$ cat src/rtl/pipeline_pkg.sv
// Shared types and defaults for the generic inter-stage pipeline register.
// The skid-slot build is selected with the PIPE_REG_SKID_EN macro in the top.
package pipeline_pkg;

   typedef enum logic [1:0] {
      ST_EMPTY = 2'd0,
      ST_ONE   = 2'd1,
      ST_FULL  = 2'd2
   } state_t;

   localparam int CTRL_W_DEF = 16;
   localparam int DATA_W_DEF = 84;

   localparam logic [CTRL_W_DEF-1:0] NOP_CTRL = '0;

   function automatic logic [1:0] occ_of(input state_t s);
      case (s)
         ST_ONE:  return 2'd1;
         ST_FULL: return 2'd2;
         default: return 2'd0;
      endcase
   endfunction

endpackage

$ cat src/rtl/pipe_slot.sv
// One storage slot of the pipeline register: valid flag plus control and data.
// Reset clears everything; clear drops only the valid flag so data holds.
module pipe_slot #(
   parameter int CTRL_W = 16,
   parameter int DATA_W = 84
) (
   input  logic              clk,
   input  logic              reset,
   input  logic              load,
   input  logic              clear,
   input  logic [CTRL_W-1:0] load_ctrl,
   input  logic [DATA_W-1:0] load_data,
   output logic              valid,
   output logic [CTRL_W-1:0] ctrl,
   output logic [DATA_W-1:0] data
);

   always_ff @(posedge clk) begin
      if (reset) begin
         valid <= 1'b0;
         ctrl  <= '0;
         data  <= '0;
      end else if (clear) begin
         valid <= 1'b0;
      end else if (load) begin
         valid <= 1'b1;
         ctrl  <= load_ctrl;
         data  <= load_data;
      end
   end

endmodule

$ cat src/rtl/pipeline_stage_reg.sv
// Generic valid/ready pipeline register with stall, flush and bubble insertion.
// Define PIPE_REG_SKID_EN for a skid slot and a purely registered in_ready.
module pipeline_stage_reg
   import pipeline_pkg::*;
#(
   parameter int CTRL_W = CTRL_W_DEF,
   parameter int DATA_W = DATA_W_DEF
) (
   input  logic              clk,
   input  logic              reset,
   input  logic              flush,
   input  logic              in_valid,
   output logic              in_ready,
   input  logic [CTRL_W-1:0] in_ctrl,
   input  logic [DATA_W-1:0] in_data,
   output logic              out_valid,
   input  logic              out_ready,
   output logic [CTRL_W-1:0] out_ctrl,
   output logic [DATA_W-1:0] out_data,
   output logic [1:0]        occupancy
);

   state_t state_reg, state_next;

   logic              main_valid;
   logic              main_load;
   logic              main_clear;
   logic [CTRL_W-1:0] main_ctrl;
   logic [DATA_W-1:0] main_data;
   logic [CTRL_W-1:0] main_load_ctrl;
   logic [DATA_W-1:0] main_load_data;
   logic              in_fire;
   logic              out_fire;

   assign in_fire   = in_valid & in_ready;
   assign out_fire  = main_valid & out_ready;
   assign out_valid = main_valid;
   assign out_ctrl  = main_valid ? main_ctrl : CTRL_W'(NOP_CTRL);
   assign out_data  = main_data;
   assign occupancy = occ_of(state_reg);

   always_ff @(posedge clk) begin
      if (reset) state_reg <= ST_EMPTY;
      else       state_reg <= state_next;
   end

   pipe_slot #(.CTRL_W(CTRL_W), .DATA_W(DATA_W)) u_main (
      .clk       (clk),
      .reset     (reset),
      .load      (main_load),
      .clear     (main_clear),
      .load_ctrl (main_load_ctrl),
      .load_data (main_load_data),
      .valid     (main_valid),
      .ctrl      (main_ctrl),
      .data      (main_data)
   );

`ifdef PIPE_REG_SKID_EN
   logic              skid_valid;
   logic              skid_load;
   logic              skid_clear;
   logic [CTRL_W-1:0] skid_ctrl;
   logic [DATA_W-1:0] skid_data;

   // Registered ready: the upstream never sees a path from out_ready.
   assign in_ready = !skid_valid;

   pipe_slot #(.CTRL_W(CTRL_W), .DATA_W(DATA_W)) u_skid (
      .clk       (clk),
      .reset     (reset),
      .load      (skid_load),
      .clear     (skid_clear),
      .load_ctrl (in_ctrl),
      .load_data (in_data),
      .valid     (skid_valid),
      .ctrl      (skid_ctrl),
      .data      (skid_data)
   );

   always_comb begin
      state_next     = state_reg;
      main_load      = 1'b0;
      main_clear     = 1'b0;
      skid_load      = 1'b0;
      skid_clear     = 1'b0;
      main_load_ctrl = in_ctrl;
      main_load_data = in_data;
      if (flush) begin
         state_next = ST_EMPTY;
         main_clear = 1'b1;
         skid_clear = 1'b1;
      end else begin
         case (state_reg)
            ST_EMPTY: begin
               if (in_fire) begin
                  main_load  = 1'b1;
                  state_next = ST_ONE;
               end
            end
            ST_ONE: begin
               if (in_fire && out_fire) begin
                  main_load = 1'b1;
               end else if (in_fire) begin
                  skid_load  = 1'b1;
                  state_next = ST_FULL;
               end else if (out_fire) begin
                  main_clear = 1'b1;
                  state_next = ST_EMPTY;
               end
            end
            ST_FULL: begin
               // Promote the skid entry so ordering is preserved.
               if (out_fire) begin
                  main_load      = 1'b1;
                  main_load_ctrl = skid_ctrl;
                  main_load_data = skid_data;
                  skid_clear     = 1'b1;
                  state_next     = ST_ONE;
               end
            end
            default: begin
               state_next = ST_EMPTY;
               main_clear = 1'b1;
               skid_clear = 1'b1;
            end
         endcase
      end
   end
`else
   // Ready looks through to out_ready so a held entry can be replaced in place.
   assign in_ready = !main_valid | out_ready;

   always_comb begin
      state_next     = state_reg;
      main_load      = 1'b0;
      main_clear     = 1'b0;
      main_load_ctrl = in_ctrl;
      main_load_data = in_data;
      if (flush) begin
         state_next = ST_EMPTY;
         main_clear = 1'b1;
      end else if (in_fire) begin
         main_load  = 1'b1;
         state_next = ST_ONE;
      end else if (out_fire) begin
         main_clear = 1'b1;
         state_next = ST_EMPTY;
      end
   end
`endif

endmodule
$ cat config.mk
export PLATFORM = sky130hd
export DESIGN_NAME = pipeline_stage_reg
export DESIGN_NICKNAME = d
export VERILOG_FILES = /design/src/rtl/pipeline_pkg.sv /design/src/rtl/pipe_slot.sv /design/src/rtl/pipeline_stage_reg.sv
export SDC_FILE = /design/constraint.sdc
export NUM_CORES = 1
export LEC_CHECK = 0
export ABC_AREA = 1
export CAP_MARGIN = 20
export CORE_MARGIN = 3
export CORE_UTILIZATION = 23
export CTS_BUF_LIST = sky130_fd_sc_hd__clkbuf_4 sky130_fd_sc_hd__clkbuf_8 sky130_fd_sc_hd__clkbuf_16
export DETAILED_ROUTE_END_ITERATION = 12
export GPL_TIMING_DRIVEN = 0
export PLACE_DENSITY = 0.58
export RECOVER_POWER = 100
export SYNTH_ARGS = -nofsm -noshare
export SYNTH_HDL_FRONTEND = slang
export SYNTH_HIERARCHICAL = 1
export SYNTH_SLANG_ARGS = --single-unit
$ cat constraint.sdc
create_clock -name clk -period 1.45 [get_ports clk]
set_input_delay 0.29 -clock clk [delete_from_list [all_inputs] [get_ports clk]]
set_output_delay 0.29 -clock clk [all_outputs]
set_load 0.1 [all_outputs]
# Word-level counts from Yosys, hierarchy flattened
# Index checks and enable logic that the tools add are counted.
# W data, S select, Z words.
# word_totals
register_bits,102
input_bits,105
# op_classes
n_mux,9
n_bitwise,4
n_reduce_logical,5
# ops
op,count
$mux W16,1
$mux W1,8
$reduce_or A2 Y1,2
$and A1 B1 Y1,2
$reduce_and A2 Y1,1
$reduce_bool A2 Y1,1
$logic_not A1 Y1,1
$not A1 Y1,1
$or A1 B1 Y1,1

# Logic depth before layout (Yosys ltp)
# Gate-level depths: netlist (run 1).
# logic_depth
depth_word,7
ltp_mapped,9
ltp_nobuf,8

# Cells and area by module
# The synthesis (run 1) kept the hierarchy.
# modules_own_cells
module,n_inst,seq_area_each_um2,area_each_um2,cells_each
pipe_slot,1,2021.9,4244.1,648
pipeline_stage_reg,1,20.0,237.7,46

# Worst setup path before layout (run 1)
# No wires, ideal clock.
# synth_path
path_type,register to output
from,register u_main.valid
to,output port out_ctrl[10]
required_time_ps,1160
n_path_buf,2
arrival_time_ps,1950
stages_incl_launch_ff,5
slack_ps,-790
path_cell_list,dfxtp_1 -> buf_6 -> buf_8 -> nand2_1 -> inv_1
# synth_between
elab_chain_len,1
# synth_rtl
element,line_no,source
start: declaration,pipe_slot.sv:13,"output logic valid,"
start signal: assignment,pipe_slot.sv:20,valid <= 1'b0;
start signal: assignment,pipe_slot.sv:24,valid <= 1'b0;
start signal: assignment,pipe_slot.sv:26,valid <= 1'b1;
$mux W16,pipeline_stage_reg.sv:38,assign out_ctrl = main_valid ? main_ctrl : CTRL_W'(NOP_CTRL);
end: declaration,pipeline_stage_reg.sv:18,"output logic [CTRL_W-1:0] out_ctrl,"
# Every way passes these cells.

# Worst setup path after layout (run 1)
# layout_path
from,register u_main.valid
to,output port out_ctrl[11]
# The elaborated chain is that of the path after synthesis.

==> results.json, run 1 <==
{
  "status": "finished, violations left",
  "violations": "negative setup slack",
  "p_clk_share_pct": 31.6,
  "drv_slew": 0,
  "setup_viol_count_final": 99,
  "stdcell_count": 1228,
  "antenna_left": 0,
  "start_util_pct": 23.72,
  "layout_commonest_cell": "nor2_1",
  "drtIter0Drc": 112,
  "pwr-share-comb_pct": 30.8,
  "grt_usage_pct": 15.44,
  "p_leak_nw": 4.249,
  "placed_area_sq_um": 7189,
  "grt_max_degree": 16,
  "layout_min_cycle_time_ns": 1.602,
  "syn_inst": 694,
  "ios": 209,
  "cpMostUsedCell": "buf_12",
  "reg.largest.list": "u_main/data (84), u_main/ctrl (16)",
  "rows": 50,
  "grt_pass1_vias": 4815,
  "grt_first_pass_wirelength_microns": 26120,
  "cp_cell_sequence": "buf_12 -> buf_12 -> nand2_4 -> clkinvlp_4 -> buf_12",
  "maxCapViolations": 0,
  "ys_ff_latch": 102,
  "overflow": 0,
  "p_int_w": 0.005288,
  "fin_ws_ns": -0.1518,
  "arrival_ns": 1.31,
  "relSlewSlack_pct": 65.61,
  "yosysSeqAreaShare_pct": 45.56,
  "powerDensity_nw_per_um2": 908.3,
  "dp_cells": 1161,
  "via_per_inst": 4.086,
  "vias": 5017,
  "area_delta_synth_final_pct": 98.21,
  "postSynthAreaPerCell_sq_um": 6.458,
  "cts_tree": "done",
  "power_w": 0.008068,
  "cts_sinks": 102,
  "yosysWarningCount": 6,
  "timing.final.crit_share_pct": 110.5,
  "final_design_area_no_fill_sq_um": 8884,
  "postCtsHoldBufs": 0,
  "seqPwrFrac_pct": 37.6,
  "die-area_sq_um": 21200,
  "critPathMaxFanout": 7,
  "hold_slack_ns": 0.3585,
  "synth_cell_types": 20,
  "required_ns": 1.16,
  "coreArea_sq_um": 18890,
  "syn_nets": 799,
  "crit_path_top_delay_cell": "dfxtp_4",
  "reg2reg_slack_ns": -0.11,
  "rsz0062_at_grt": "yes",
  "wirelength_microns": 16570,
  "final_cell_mix": "nor2_1, clkdlybuf4s50_1, dfxtp_1",
  "numCtsBuffers": 9,
  "worstMarginPinSlew_ns": 0.5194,
  "n_antenna_cell": 0,
  "fp.dieW_microns": 145.6,
  "largest_reg_flops": 84,
  "htree_levels": 3,
  "finalHoldViolations": 0,
  "dp_slack_ns": -0.9360,
  "yosys-top-cells-area": "dfxtp_1, nor2_1, nand3_1, inv_1, nand2_1",
  "cts_buffer_depth": 2,
  "switching_share_pct": 34.47,
  "fin_nets": 1068,
  "critical_path.endpoint_type": "output port",
  "netlist.area_leader.share_pct": 45.56,
  "yosys.area.top_type": "dfxtp_1",
  "clock_skew_ns": 0.01041,
  "hold_path.class": "in -> reg",
  "clkLatencyLatePin_ns": 0.35,
  "cts.reportedPaths.clkPinSlew_ns": 0.06,
  "routedWlPerCell_microns": 13.49,
  "max_stage_delay_ns": 0.35,
  "drcViolationCount": 0,
  "antenna_found_initial": 0,
  "critPathLaunchType": "flip-flop",
  "io_buffers": 207,
  "critical_path_class": "reg -> out",
  "dpl.hpwl_microns": 10810,
  "root_buffer": "clkbuf_16",
  "regMostFlops": "u_main/data",
  "p_sw_w": 0.002781,
  "synth_area_sq_um": 4482,
  "first_pass_iters": 4,
  "peakVddDrop_mv": 0.5338,
  "die_h_microns": 145.6,
  "drive_gt1_share_pct": 36.16,
  "fmax_mhz": 624.3,
  "gp_congestion": 0.7843
}
==> cell usage after synthesis, drive strengths merged <==
master	number
nor2	203
nand2	120
inv	120
clkbuf	12
o21bai	1
nor3	1
or2	1
dfxtp	102
a21oi	1
nand3	100
buf	32
conb	1
==> timing repair <==
item                                    4_1_cts  5_1_grt
endpoints found under the setup margin      204      153
buffers inserted                             25       14
pin swaps                                    78       41
cloned                                       18        3
gates resized for setup                     730      109
==> through the flow <==
step	TNS, ns	utilization, %
after floorplan	-15.88	-
after global placement	-101.57	38.05
after detailed placement	-101.53	38.05
after CTS	-10.91	45.14
after global routing	-16.85	47.02
final	-7.751	47.02
==> critical path, delay by kind of cell (launching register included) <==
kind	cells	cell delay, ns
buffers and inverters	4	0.56
DFF	1	0.35
and+or+nand+nor	1	0.06
==> routing by layer <==
layer / global-route usage [%] / vias up / share of wire [%]
met5: 0 / - / 0
met1: 19.72 / 2246 / 45
met3: 4.516 / 26 / 6.3
met4: 6.600 / 0 / 3.1
li1: - / 2602 / -
met2: 24.37 / 143 / 46
==> final cells by class <==
type                    count  area, sq um
fillers                  1908        10010
repair buffers            262         2894
multi-input cells         428         2355
flip-flops and latches    102         2046
inverters                 120        519.2
plain buffers              39        431.7
well taps                 260        325.3
clock buffers              13        261.5
clock inverters             3        43.79
repair inverters            1        7.507
==> power by group through the flow <==
stage | Sequential, W | Combinational (W) | Clock, W
2_1_floorplan | 0.00397 | 0.000573 | 0
3_3_place_gp | 0.00308 | 0.00214 | 0
3_5_place_dp | 0.00309 | 0.00214 | 0
4_1_cts | 0.00303 | 0.00243 | 0.00266
5_1_grt | 0.00305 | 0.00264 | 0.00276
6_report | 0.00303 | 0.00249 | 0.00255
==> cell families after synthesis <==
family                 count (synthesis)  synth area share (%)
AND/OR/NAND/NOR                      425                 38.97
buffers and inverters                164                 15.02
flip-flops                           102                 45.56
AO/OA/AOI/OAI                          2                0.3630
other                                  1               0.08367
==> path summary, 6_finish.rpt <==
path / start / to / depth (start not counted)
max: u_main/valid / out_ctrl[11] / 5
min: reset / u_main/valid / 2
max reg2reg: u_main/valid / u_main/data[57] / 11
min reg2reg: u_main/data[41] / u_main/data[41] / 2
(Power assumes the default switching activity.)
==> inputs of run 2 (changes only) <==
--- a/config.mk
+++ b/config.mk
@@ -7,7 +7,7 @@
 export LEC_CHECK = 0
 export ABC_AREA = 1
 export CAP_MARGIN = 20
-export CORE_MARGIN = 3
+export CORE_MARGIN = 2
 export CORE_UTILIZATION = 23
 export CTS_BUF_LIST = sky130_fd_sc_hd__clkbuf_4 sky130_fd_sc_hd__clkbuf_8 sky130_fd_sc_hd__clkbuf_16
 export DETAILED_ROUTE_END_ITERATION = 12
==> run 2 against run 1 <==
Net effect: the run still ends with negative setup slack left; utilization fell by 6.2 points; first-iteration DRC count increased by 67%; clock skew fell by 0.0027 ns; critical endpoint is now u_main/ctrl[7].
==> results.json, run 2 (same netlist as run 1, synthesis figures left out) <==
{
  "regMostFlops": "u_main/data",
  "power_w": 0.007818,
  "grt_max_degree": 16,
  "area_delta_synth_final_pct": 75.66,
  "drive_gt1_share_pct": 26.39,
  "pwr-share-comb_pct": 27.9,
  "max_stage_delay_ns": 0.35,
  "fin_nets": 1034,
  "p_clk_share_pct": 33.3,
  "p_leak_nw": 3.892,
  "start_util_pct": 23.26,
  "reg.largest.list": "u_main/data (84), u_main/ctrl (16)",
  "required_ns": 1.69,
  "vias": 4819,
  "die_h_microns": 143.6,
  "ios": 209,
  "switching_share_pct": 33.71,
  "antenna_left": 0,
  "drv_slew": 0,
  "fin_ws_ns": -0.1628,
  "coreArea_sq_um": 19270,
  "drtIter0Drc": 187,
  "timing.final.crit_share_pct": 111.2,
  "dpl.hpwl_microns": 10520,
  "setup_viol_count_final": 118,
  "cts_buffer_depth": 2,
  "critPathMaxFanout": 10,
  "hold_path.class": "reg -> reg",
  "clock_skew_ns": 0.007729,
  "layout_min_cycle_time_ns": 1.613,
  "powerDensity_nw_per_um2": 993.0,
  "crit_path_top_delay_cell": "dfxtp_4",
  "p_sw_w": 0.002635,
  "critical_path.endpoint_type": "flip-flop",
  "grt_usage_pct": 14.05,
  "fin_setup_tns_ns": -16.01,
  "overflow": 0,
  "peakVddDrop_mv": 0.6522,
  "cpMostUsedCell": "buf_12",
  "io_buffers": 207,
  "cts.reportedPaths.clkPinSlew_ns": 0.07,
  "wirelength_microns": 15010,
  "clkLatencyLatePin_ns": 0.35,
  "numCtsBuffers": 9,
  "p_int_w": 0.005182,
  "fmax_mhz": 620.0,
  "cts_tree": "done",
  "gp_congestion": 0.7659,
  "die-area_sq_um": 20620,
  "largest_reg_flops": 84,
  "rows": 51,
  "violations": "negative setup slack",
  "status": "finished, violations left",
  "grt_first_pass_wirelength_microns": 22470,
  "finish.utilization_pct": 40.85,
  "placed_area_sq_um": 7196,
  "via_per_inst": 4.026,
  "arrival_ns": 1.85,
  "seqPwrFrac_pct": 38.8,
  "critPathLaunchType": "flip-flop",
  "final_cell_mix": "nor2_1, clkdlybuf4s50_1, inv_1, dfxtp_1, nand2_1",
  "cp_cell_sequence": "buf_12 -> buf_8 -> nand2_8 -> nand2_4 -> nor2_4 -> buf_12 -> clkbuf_16 -> buf_6 -> nand3_1 -> nand2_1 -> nor2_1",
  "layout_commonest_cell": "nor2_1",
  "final_design_area_no_fill_sq_um": 7873,
  "n_antenna_cell": 0,
  "critical_path_class": "reg -> reg",
  "drcViolationCount": 0,
  "antenna_found_initial": 0,
  "first_pass_iters": 4,
  "cts_sinks": 102,
  "grt_pass1_vias": 4287,
  "rsz0062_at_grt": "yes",
  "maxCapViolations": 0,
  "finalHoldViolations": 0,
  "root_buffer": "clkbuf_16",
  "htree_levels": 3,
  "routedWlPerCell_microns": 12.54,
  "fp.dieW_microns": 143.6
}
==> run 2: cell types whose count changed in the layout (fill, tap and decap cells not counted), sizes merged <==
cell	change
clkbuf	-3
dlymetal6s2s	-1
clkdlybuf4s50	+2
bufinv	+1
buf	-33
clkinv	-1
dlygate4sd2	-1
==> run 2: final timing paths <==
check | start | end | slack, ns | cells past startpoint
hold / removal | u_main/data[7] | u_main/data[7] | 0.47 | 2
setup / recovery | u_main/valid | u_main/ctrl[7] | -0.16 | 11
setup reg to reg | u_main/valid | u_main/ctrl[7] | -0.16 | 11
hold reg to reg | u_main/data[7] | u_main/data[7] | 0.47 | 2
==> run 2: power by group through the flow <==
stage | Sequential [W] | Combinational [W] | Clock, W
floorplan | 0.00397 | 0.000573 | 0
global placement | 0.00308 | 0.00214 | 0
detailed placement | 0.00309 | 0.00214 | 0
CTS | 0.00303 | 0.00210 | 0.00272
global route | 0.00305 | 0.00232 | 0.00281
finish | 0.00303 | 0.00218 | 0.00260
==> run 2: final cells by class <==
type / count / area [sq um]
fill: 2068 / 11400
timing repair buffer: 225 / 2177
multi-input combinational: 428 / 2052
clock inverter: 4 / 72.57
tap: 265 / 331.6
buffer: 43 / 435.4
inverter: 120 / 519.2
sequential: 102 / 2046
clock buffer: 10 / 239.0
==> run 2: through the flow <==
stage | hold WS [ns] | instances | worst slack [ns]
after floorplan | 0.3571 | 694 | -0.1867
after global routing | 0.4850 | 1197 | -0.2557
final | 0.4655 | 1197 | -0.1628
after detailed placement | 0.4590 | 1166 | -0.9407
after CTS | 0.4711 | 1189 | -0.1806
after global placement | 0.4520 | 1166 | -0.9453
==> run 2: metal layers <==
| layer | share of wire, % | track usage [%] | vias to the layer above |
|---|---|---|---|
| met1 | 44 | 17.53 | 2155 |
| met3 | 6.7 | 4.465 | 18 |
| li1 | - | - | 2509 |
| met5 | 0 | 0 | - |
| met4 | 2.2 | 5.108 | 0 |
| met2 | 47 | 22.73 | 137 |
==> run 2: critical path: cells and delay by family, from the launching register on <==
kind                   cells  cell delay (ns)
AND/OR/NAND/NOR            6             0.47
buffers and inverters      5             0.68
flip-flops                 1             0.35
==> run 2: timing repair <==
item / 4_1_cts / 5_1_grt
hold buffers: 0 / 0
endpoints found under the setup margin: 204 / 149
setup buffers: 8 / 4
hold endpoints to repair: 0 / 0
cloned: 1 / 5
pin swaps: 1 / 15
gates resized for setup: 622 / 78
